**src/rtl/fmap_stream_reader.sv**
```systemverilog
// fmap_stream_reader: raster-order read sequencer for the feature-map
// channel buffers. It drives one shared read address into all channel
// buffers and re-times their one-cycle-latency read data into a
// backpressured valid/ready pixel stream (all channels per beat).
//
// Ports:
//   clk, rst        clock, asynchronous active-low reset
//   start           pulse, begins a frame scan (ignored while busy)
//   busy, done      scan in progress / one-cycle end-of-frame pulse
//   rd_addr         shared buffer read address
//   rd_data         buffer read data, ch1 in the LSBs
//   m_valid/ready   output beat handshake
//   m_data          pixel, same packing as rd_data
//   m_eol, m_last   last column of a row / last pixel of the frame
module fmap_stream_reader #(
    parameter int ADDR_W = 14,
    parameter int DATA_W = 8,
    parameter int NUM_CH = 6,
    parameter int IMG_W  = 128,
    parameter int IMG_H  = 128
) (
    input  logic                     clk,
    input  logic                     rst,
    input  logic                     start,
    output logic                     busy,
    output logic                     done,
    output logic [ADDR_W-1:0]        rd_addr,
    input  logic [NUM_CH*DATA_W-1:0] rd_data,
    output logic                     m_valid,
    input  logic                     m_ready,
    output logic [NUM_CH*DATA_W-1:0] m_data,
    output logic                     m_eol,
    output logic                     m_last
);

    localparam int PW = NUM_CH * DATA_W;
    localparam int CW = (IMG_W > 1) ? $clog2(IMG_W) : 1;
    localparam int RW = (IMG_H > 1) ? $clog2(IMG_H) : 1;
    localparam logic [CW-1:0] COL_MAX = CW'(IMG_W - 1);
    localparam logic [RW-1:0] ROW_MAX = RW'(IMG_H - 1);

    typedef enum logic [1:0] {
        IDLE,
        RUN,
        DRAIN
    } state_t;

    state_t              r_state;
    logic [ADDR_W-1:0]   r_addr;
    logic [CW-1:0]       r_col;
    logic [RW-1:0]       r_row;
    logic                r_busy;
    logic                r_done;

    // Read issued last cycle; its data is on rd_data this cycle.
    logic                r_inflight;
    logic                r_if_eol;
    logic                r_if_last;

    // Two-entry return FIFO: data plus the position tags of each beat.
    logic [1:0][PW-1:0]  r_mem;
    logic [1:0]          r_eol_q;
    logic [1:0]          r_last_q;
    logic                r_wp;
    logic                r_rp;
    logic [1:0]          r_cnt;

    logic                w_pop;
    logic [2:0]          w_occ;
    logic                w_issue;
    logic                w_tag_eol;
    logic                w_tag_last;

    assign w_pop      = m_valid & m_ready;
    assign w_occ      = {1'b0, r_cnt} + {2'b00, r_inflight};
    // A slot freed by this cycle's pop may be reused by this cycle's
    // issue, so full-rate streaming has no bubbles.
    assign w_issue    = (r_state == RUN) &&
                        ((w_occ - {2'b00, w_pop}) < 3'd2);
    assign w_tag_eol  = (r_col == COL_MAX);
    assign w_tag_last = w_tag_eol && (r_row == ROW_MAX);

    always_ff @(posedge clk or negedge rst) begin
        if (!rst) begin
            r_state    <= IDLE;
            r_addr     <= '0;
            r_col      <= '0;
            r_row      <= '0;
            r_busy     <= 1'b0;
            r_done     <= 1'b0;
            r_inflight <= 1'b0;
            r_if_eol   <= 1'b0;
            r_if_last  <= 1'b0;
        end else begin
            r_done     <= 1'b0;
            r_inflight <= w_issue;
            if (w_issue) begin
                r_if_eol  <= w_tag_eol;
                r_if_last <= w_tag_last;
            end
            unique case (r_state)
                IDLE: begin
                    if (start) begin
                        r_state <= RUN;
                        r_addr  <= '0;
                        r_col   <= '0;
                        r_row   <= '0;
                        r_busy  <= 1'b1;
                    end
                end
                RUN: begin
                    if (w_issue) begin
                        r_addr <= r_addr + ADDR_W'(1);
                        if (w_tag_eol) begin
                            r_col <= '0;
                            r_row <= r_row + RW'(1);
                        end else begin
                            r_col <= r_col + CW'(1);
                        end
                        if (w_tag_last) begin
                            r_state <= DRAIN;
                        end
                    end
                end
                DRAIN: begin
                    if (w_pop && m_last) begin
                        r_state <= IDLE;
                        r_busy  <= 1'b0;
                        r_done  <= 1'b1;
                    end
                end
                default: r_state <= IDLE;
            endcase
        end
    end

    always_ff @(posedge clk or negedge rst) begin
        if (!rst) begin
            r_mem    <= '0;
            r_eol_q  <= '0;
            r_last_q <= '0;
            r_wp     <= 1'b0;
            r_rp     <= 1'b0;
            r_cnt    <= '0;
        end else begin
            if (r_inflight) begin
                r_mem[r_wp]    <= rd_data;
                r_eol_q[r_wp]  <= r_if_eol;
                r_last_q[r_wp] <= r_if_last;
                r_wp           <= ~r_wp;
            end
            if (w_pop) begin
                r_rp <= ~r_rp;
            end
            r_cnt <= r_cnt + {1'b0, r_inflight} - {1'b0, w_pop};
        end
    end

    assign busy    = r_busy;
    assign done    = r_done;
    assign rd_addr = r_addr;
    assign m_valid = (r_cnt != 2'd0);
    assign m_data  = r_mem[r_rp];
    assign m_eol   = r_eol_q[r_rp];
    assign m_last  = r_last_q[r_rp];

endmodule

```
**config.mk**
```make
export PLATFORM = sky130hd
export DESIGN_NAME = fmap_stream_reader
export DESIGN_NICKNAME = d
export VERILOG_FILES = /design/src/rtl/fmap_stream_reader.sv
export SDC_FILE = /design/constraint.sdc
export NUM_CORES = 1
export LEC_CHECK = 0
export ABC_AREA = 1
export CAP_MARGIN = 20
export CORE_MARGIN = 1
export CORE_UTILIZATION = 45
export DETAILED_ROUTE_END_ITERATION = 12
export HOLD_SLACK_MARGIN = 0.1
export PLACE_DENSITY = 0.82
export SYNTH_ARGS = -nofsm -noshare
export SYNTH_HDL_FRONTEND = slang
export SYNTH_SLANG_ARGS = --single-unit
```
**constraint.sdc**
```tcl
create_clock -name clk -period 3.09 [get_ports clk]
set_input_delay 0.618 -clock clk [delete_from_list [all_inputs] [get_ports clk]]
set_output_delay 0.618 -clock clk [all_outputs]
set_load 0.05 [all_outputs]
```
Word-level counts from Yosys, hierarchy flattened

Cells that the tools add are included.

Bits in registers: 139
Latch bits: 0
Bits in writable memories: 0
ROM bits: 0
Logic and storage cells: 84
Memories: 0

Add/sub/neg operators: 7
Multiply operators: 0
Div/mod/pow operators: 0
Order comparisons: 4
Eq/ne operators: 9
Shifts and indexed selects: 0
Mux-type cells: 33
Bitwise logic cells: 3
Reductions and logical operators: 12

Operators by type and width:

| operator                                                                      | count |
|---|---|
| 48-bit two-way mux                                                            | 3 |
| 96-bit bitwise mux                                                            | 1 |
| 48-bit demux with 1-bit select                                                | 1 |
| 7-bit two-way mux                                                             | 5 |
| 14-bit two-way mux                                                            | 2 |
| 14-bit case mux with 2 select lines                                           | 1 |
| 7-bit case mux with 2 select lines                                            | 2 |
| 14-bit by 1-bit adder with 14-bit output (second input constant)              | 1 |
| 7-bit by 1-bit adder with 7-bit output (second input constant)                | 2 |
| 7-bit equality test (second input constant)                                   | 2 |
| 2-bit inequality test (second input constant)                                 | 5 |
| 1-bit two-way mux                                                             | 9 |
| 2-bit two-way mux                                                             | 4 |
| 4-bit AND reduction                                                           | 2 |
| 2-bit case mux with 3 select lines                                            | 1 |
| 3-bit AND reduction                                                           | 2 |
| 2-bit nonzero test                                                            | 3 |
| 2-bit bitwise mux                                                             | 2 |
| 1-bit logical AND                                                             | 4 |
| 1-bit by 2-bit less-than comparator with 1-bit output (second input constant) | 2 |
| 2-bit by 1-bit adder with 3-bit output                                        | 1 |
| 3-bit by 2-bit less-than comparator with 1-bit output (second input constant) | 1 |
| 3-bit by 1-bit subtractor with 3-bit output                                   | 1 |
| 2-bit by 1-bit adder with 2-bit output                                        | 1 |
| other kinds (9)                                                               | 10 |

Depth between registers and ports, before layout

Depth after elaboration: 7
Depth in mapped cells: 13

Least setup slack after synthesis

Ideal clock, no wire load.

Path kind: in2reg
Start point: input port m_ready
End point: register r_row[4]
Setup time: 0.118 ns
Data arrival time: 2.366 ns
Required time: 2.972 ns
Setup slack: 0.607 ns
Stages on the path: 12
Path buffers: 1
Cell sequence: o21a_1 > ha_1 > inv_1 > ha_1 > fa_1 > inv_1 > nand4_4 > nand2_8 > nand2_4 > buf_6 > nand2_1 > o21ai_2

Cells in the longest elaborated chain, start to end: 6

Ends and longest elaborated chain:

| what                                                  | line | RTL |
|---|---|---|
| from (decl)                                           | 30   | `input logic m_ready,` |
| 1-bit AND                                             | 74   | `assign w_pop = m_valid & m_ready;` |
| 3-bit by 1-bit subtractor with 3-bit output           | 79   | `((w_occ - {2'b00, w_pop}) < 3'd2);` |
| 3-bit by 2-bit less-than comparator with 1-bit output | 79   |  |
| 1-bit logical AND                                     | 78   | `assign w_issue = (r_state == RUN) &&` |
| 2-bit inequality test (no source line)                | n/a  |  |
| 4-bit AND reduction (no source line)                  | n/a  |  |
| to (signal assigned)                                  | 116  | `r_row <= r_row + RW'(1);` |
| to (decl)                                             | 51   | `logic [RW-1:0] r_row;` |

No other way between the ends.
A chain may end at the register's enable or synchronous reset.

Worst setup path after layout

Start point: input port m_ready
End point: register r_row[3]

Cells in the longest elaborated chain, start to end: 6

Ends and longest elaborated chain:

| what                                                  | line | RTL |
|---|---|---|
| 1-bit AND                                             | 74   |  |
| named net w_pop                                       | 68   | `logic w_pop;` |
| 3-bit by 1-bit subtractor with 3-bit output           | 79   |  |
| 3-bit by 2-bit less-than comparator with 1-bit output | 79   |  |
| 1-bit logical AND                                     | 78   |  |
| 2-bit inequality test (no source line)                | n/a  |  |
| 4-bit AND reduction (no source line)                  | n/a  |  |

The timed path passes the listed nets, and every way through them passes these cells.

==> key figures <==
CTS
  – Worst-skew pair later-pin latency: 0.42 ns
  – Clock-pin slew on the worst setup and hold paths: approximately 0.050 ns
  – Hold-fix buffers, CTS: 0
  – Number of gates resized after CTS: 0
  – Worst-case clock buffer depth: 2
  – Clock buffer count from CTS: 17
  – CTS Sinks: 139
  – Postcts setup bufs: 0
  – TritonCTS clock tree: done
  – Clock root buffer: clkbuf_16
  – H-Tree Depth: 4

Floorplanning
  – Die ar.: 14860 sq um
  – DIE WIDTH: 121.9 microns
  – Initial core utilization: 46.44%
  – Die H: 121.9 microns
  – # rows: 43
  – Ports: about 120
  – Core footprint: between 10000 and 15000 sq um

STA
  – Achievable Freq: ~380 MHz
  – Final Max Slew Viols: 0
  – Final hold violation count: 0
  – Worst-Margin Slew: 0.8818 ns
  – Sum Neg Setup Slack: 0 ns
  – Setup Skew: 0.009115 ns
  – Post-route minimum period: 2.618 ns
  – Setup violators final: 0
  – RSZ-0062 raised after global routing: no
  – Worst rel slew slack: 41.00%
  – Post-route clock period utilization: between 80% and 90%

Yosys
  – Syn Area/Cell: 7.940 sq um
  – Post-synth top area cell: dfrtp_1
  – Sequential fraction of the synthesis area: 53.75%
  – Post-Syn Area: approximately 6500 sq um
  – Top cells by count, synth: nand2_1, dfrtp_1, o21ai_0
  – Ys flop type: dfrtp_1
  – Most common cell in the netlist: nand2_1
  – Post-synth EDFFs: 0
  – Synth Instances: between 800 and 900
  – Post-synth top area share: between 50% and 60%
  – Cell variety after synth: 31
  – FFs w/ async S/R, synth: 100.0%
  – Largest cells by area after synthesis: dfrtp_1, nand2_1, o21ai_0
  – Syn nets: 873
  – Number of synthesized register bits: 139
  – Syn. warnings: 0

Worst setup path
  – Worst Path Required: 3.39 ns
  – Setup crit end kind: flip-flop
  – WP buf/inv: 3
  – CP peak stage delay: 0.46 ns
  – CP max FO: 17
  – Crit path launch type: input port
  – CP top delay family: adder cells
  – Crit-path cells: clkdlybuf4s50_1, o21a_1, ha_1, inv_1, ha_1, fa_1, inv_1, nand4_4, nand2_8, nand2_4, nand2_1, o21ai_2
  – Worst EP arrival: 2.91 ns
  – Critical path's slowest cell: fa_1
  – Critical path type: in2reg

Global route
  – Grt ovf: 0
  – Met3 usage in global routing: 6.133%
  – GR met2 Demand/Resource: 34.36%
  – First-pass GRT wire length: ~24000 microns
  – Total GRT Usage: 21.03%
  – Met1 usage: 26.84%
  – Most Used Layer, Global Route: met2
  – Largest net degree at the start of global routing: 87
  – Initial antenna violation count: 0
  – Vias in the first global route: between 5000 and 6000

Placement
  – DP HPWL: between 9000 and 10000 microns
  – Placed cell count: 1084
  – Buffers on Ports: 118
  – Gpl congestion: 0.8609

Layout
  – Reg area: 3480 sq um
  – Finished Layout Cells: 1116
  – Layout Nets: 981
  – Area occupied by multi-input gates: 2499 sq um
  – Ratio of cells with drive above 1 in the final layout: 12.18%
  – Area growth from synthesis to layout: 37.88%
  – Fillers: around 1100
  – # diodes: 0

Pwr
  – Clk pwr share: 18.4%
  – Cell internal pwr: roughly 6.6 mW
  – Logic pwr share: 55.7%
  – Seq pwr share: 26.0%
  – NetSw: 5.014 mW
  – Leakage Power: 4.494 nW
  – Power per Cell Area: 1305 nW/um^2
  – Switching share of power: 43.06%
  – Max rail drop VDD: 0.5055 mV

Route
  – DRC viols: 0
  – Post-route ant nets: 0
  – Routed via count: 5501
  – Drt pass-1 iters: 5
  – Routed WL per cell: roughly 13 microns
  – Iteration-0 DRC Markers: 425
  – Via/cell ratio: slightly below 5
  – Post-Route WL: approximately 15000 microns

Run status
  – Status: complete, no violations

Flow run
  – # Max-Cap Violations: 0

Min path
  – Hold Path Class: in2async
[path summary, 6_finish.rpt]
path | from | endpoint | slack [ns] | cells after the start
min in group clk | r_eol_q[1] | r_eol_q[1] | 0.48 | 2
worst min-delay path | rst | r_mem[19] | 0.27 | 1
worst min register to register | r_eol_q[1] | r_eol_q[1] | 0.48 | 2
max in group asynchronous | rst | r_mem[88] | 2.06 | 2
worst max register to register | r_cnt[1] | r_row[3] | 0.60 | 11
worst max-delay path | m_ready | r_row[3] | 0.47 | 12
[final cells by class]
cell class | instances | share of cell area, %
Timing Repair Buffer | 126 | 19.81
Tap cell | 180 | 2.524
Clock inverter | 11 | 1.879
Inverter | 86 | 3.618
Clock buffer | 21 | 5.161
Sequential cell | 139 | 39.00
Multi-Input combinational cell | 553 | 28.00
[logic make-up after synthesis]
family / synth area share [%]
flip-flops: 53.75
adder cells (fa/ha/maj): 1.276
XOR/XNOR: 0.5415
AND/OR/NAND/NOR: 26.20
AO/OA/AOI/OAI: 10.56
buffers and inverters: 7.676
[worst register-to-register path: stages (launching register included)]
cell	delay, ns
dfrtp_1	0.41
o21a_1	0.19
ha_1	0.27
inv_1	0.04
ha_1	0.18
fa_1	0.46
inv_1	0.13
nand4_4	0.19
nand2_8	0.19
nand2_4	0.15
nand2_1	0.12
o21ai_2	0.06
[flip-flops by register name, summed over array words and instances, names as in the netlist]
name        cells
r_cnt           2
r_eol_q         2
r_col           7
r_inflight      1
r_if_last       1
r_if_eol        1
r_row           7
r_last_q        2
r_rp            1
done            1
r_mem          96
r_wp            1
rd_addr        14
r_state         2
busy            1
[power by group through the flow]
stage	clock, mW	combinational, mW	sequential, mW
finish	2.14	6.48	3.03
global route	2.25	6.96	3.12
CTS	2.17	6.54	3.01
detailed placement	0	6.51	3.03
global placement	0	6.40	2.99
floorplan	0	3.65	2.98
[per-stage QoR]
stage	setup slack, ns	total power [mW]	hold WS (ns)	instance area [sq um]	util, %
3_3_place_gp	0.1247	9.392	0.4650	8294	59.52
3_5_place_dp	0.04706	9.541	0.4731	8294	59.52
2_1_floorplan	0.6067	6.628	0.3224	6471	-
6_report	0.4724	11.65	0.2658	8922	64.03
4_1_cts	0.4757	11.72	0.2938	8922	64.03
5_1_grt	0.3426	12.33	0.3215	8922	64.03
[layout by cell type (no fill, tap or decap), types with 2 or more instances in the layout]
cell / count
clkbuf_16: 17
clkinvlp_4: 2
nand3_1: 26
nand4_1: 4
o21ai_0: 108
nor3_1: 2
o21a_1: 2
a21oi_1: 7
inv_2: 2
o21ai_2: 10
clkinv_2: 3
nor2_1: 26
bufinv_16: 4
xor2_1: 2
clkdlybuf4s50_1: 67
clkbuf_1: 2
dfrtp_1: 138
clkinv_4: 2
clkbuf_8: 2
or2_2: 5
xnor2_1: 2
buf_12: 52
ha_1: 5
buf_4: 6
nand2_1: 343
inv_1: 83
[per-layer routing]
| metal | routed length (microns) | vias to the layer above |
|---|---|---|
| met5 | 0 | - |
| met4 | 190 | 0 |
| met3 | 1007 | 16 |
| met2 | 7006 | 153 |
| met1 | 6392 | 2587 |
| li1 | - | 2745 |
(Power assumes the default switching activity.)
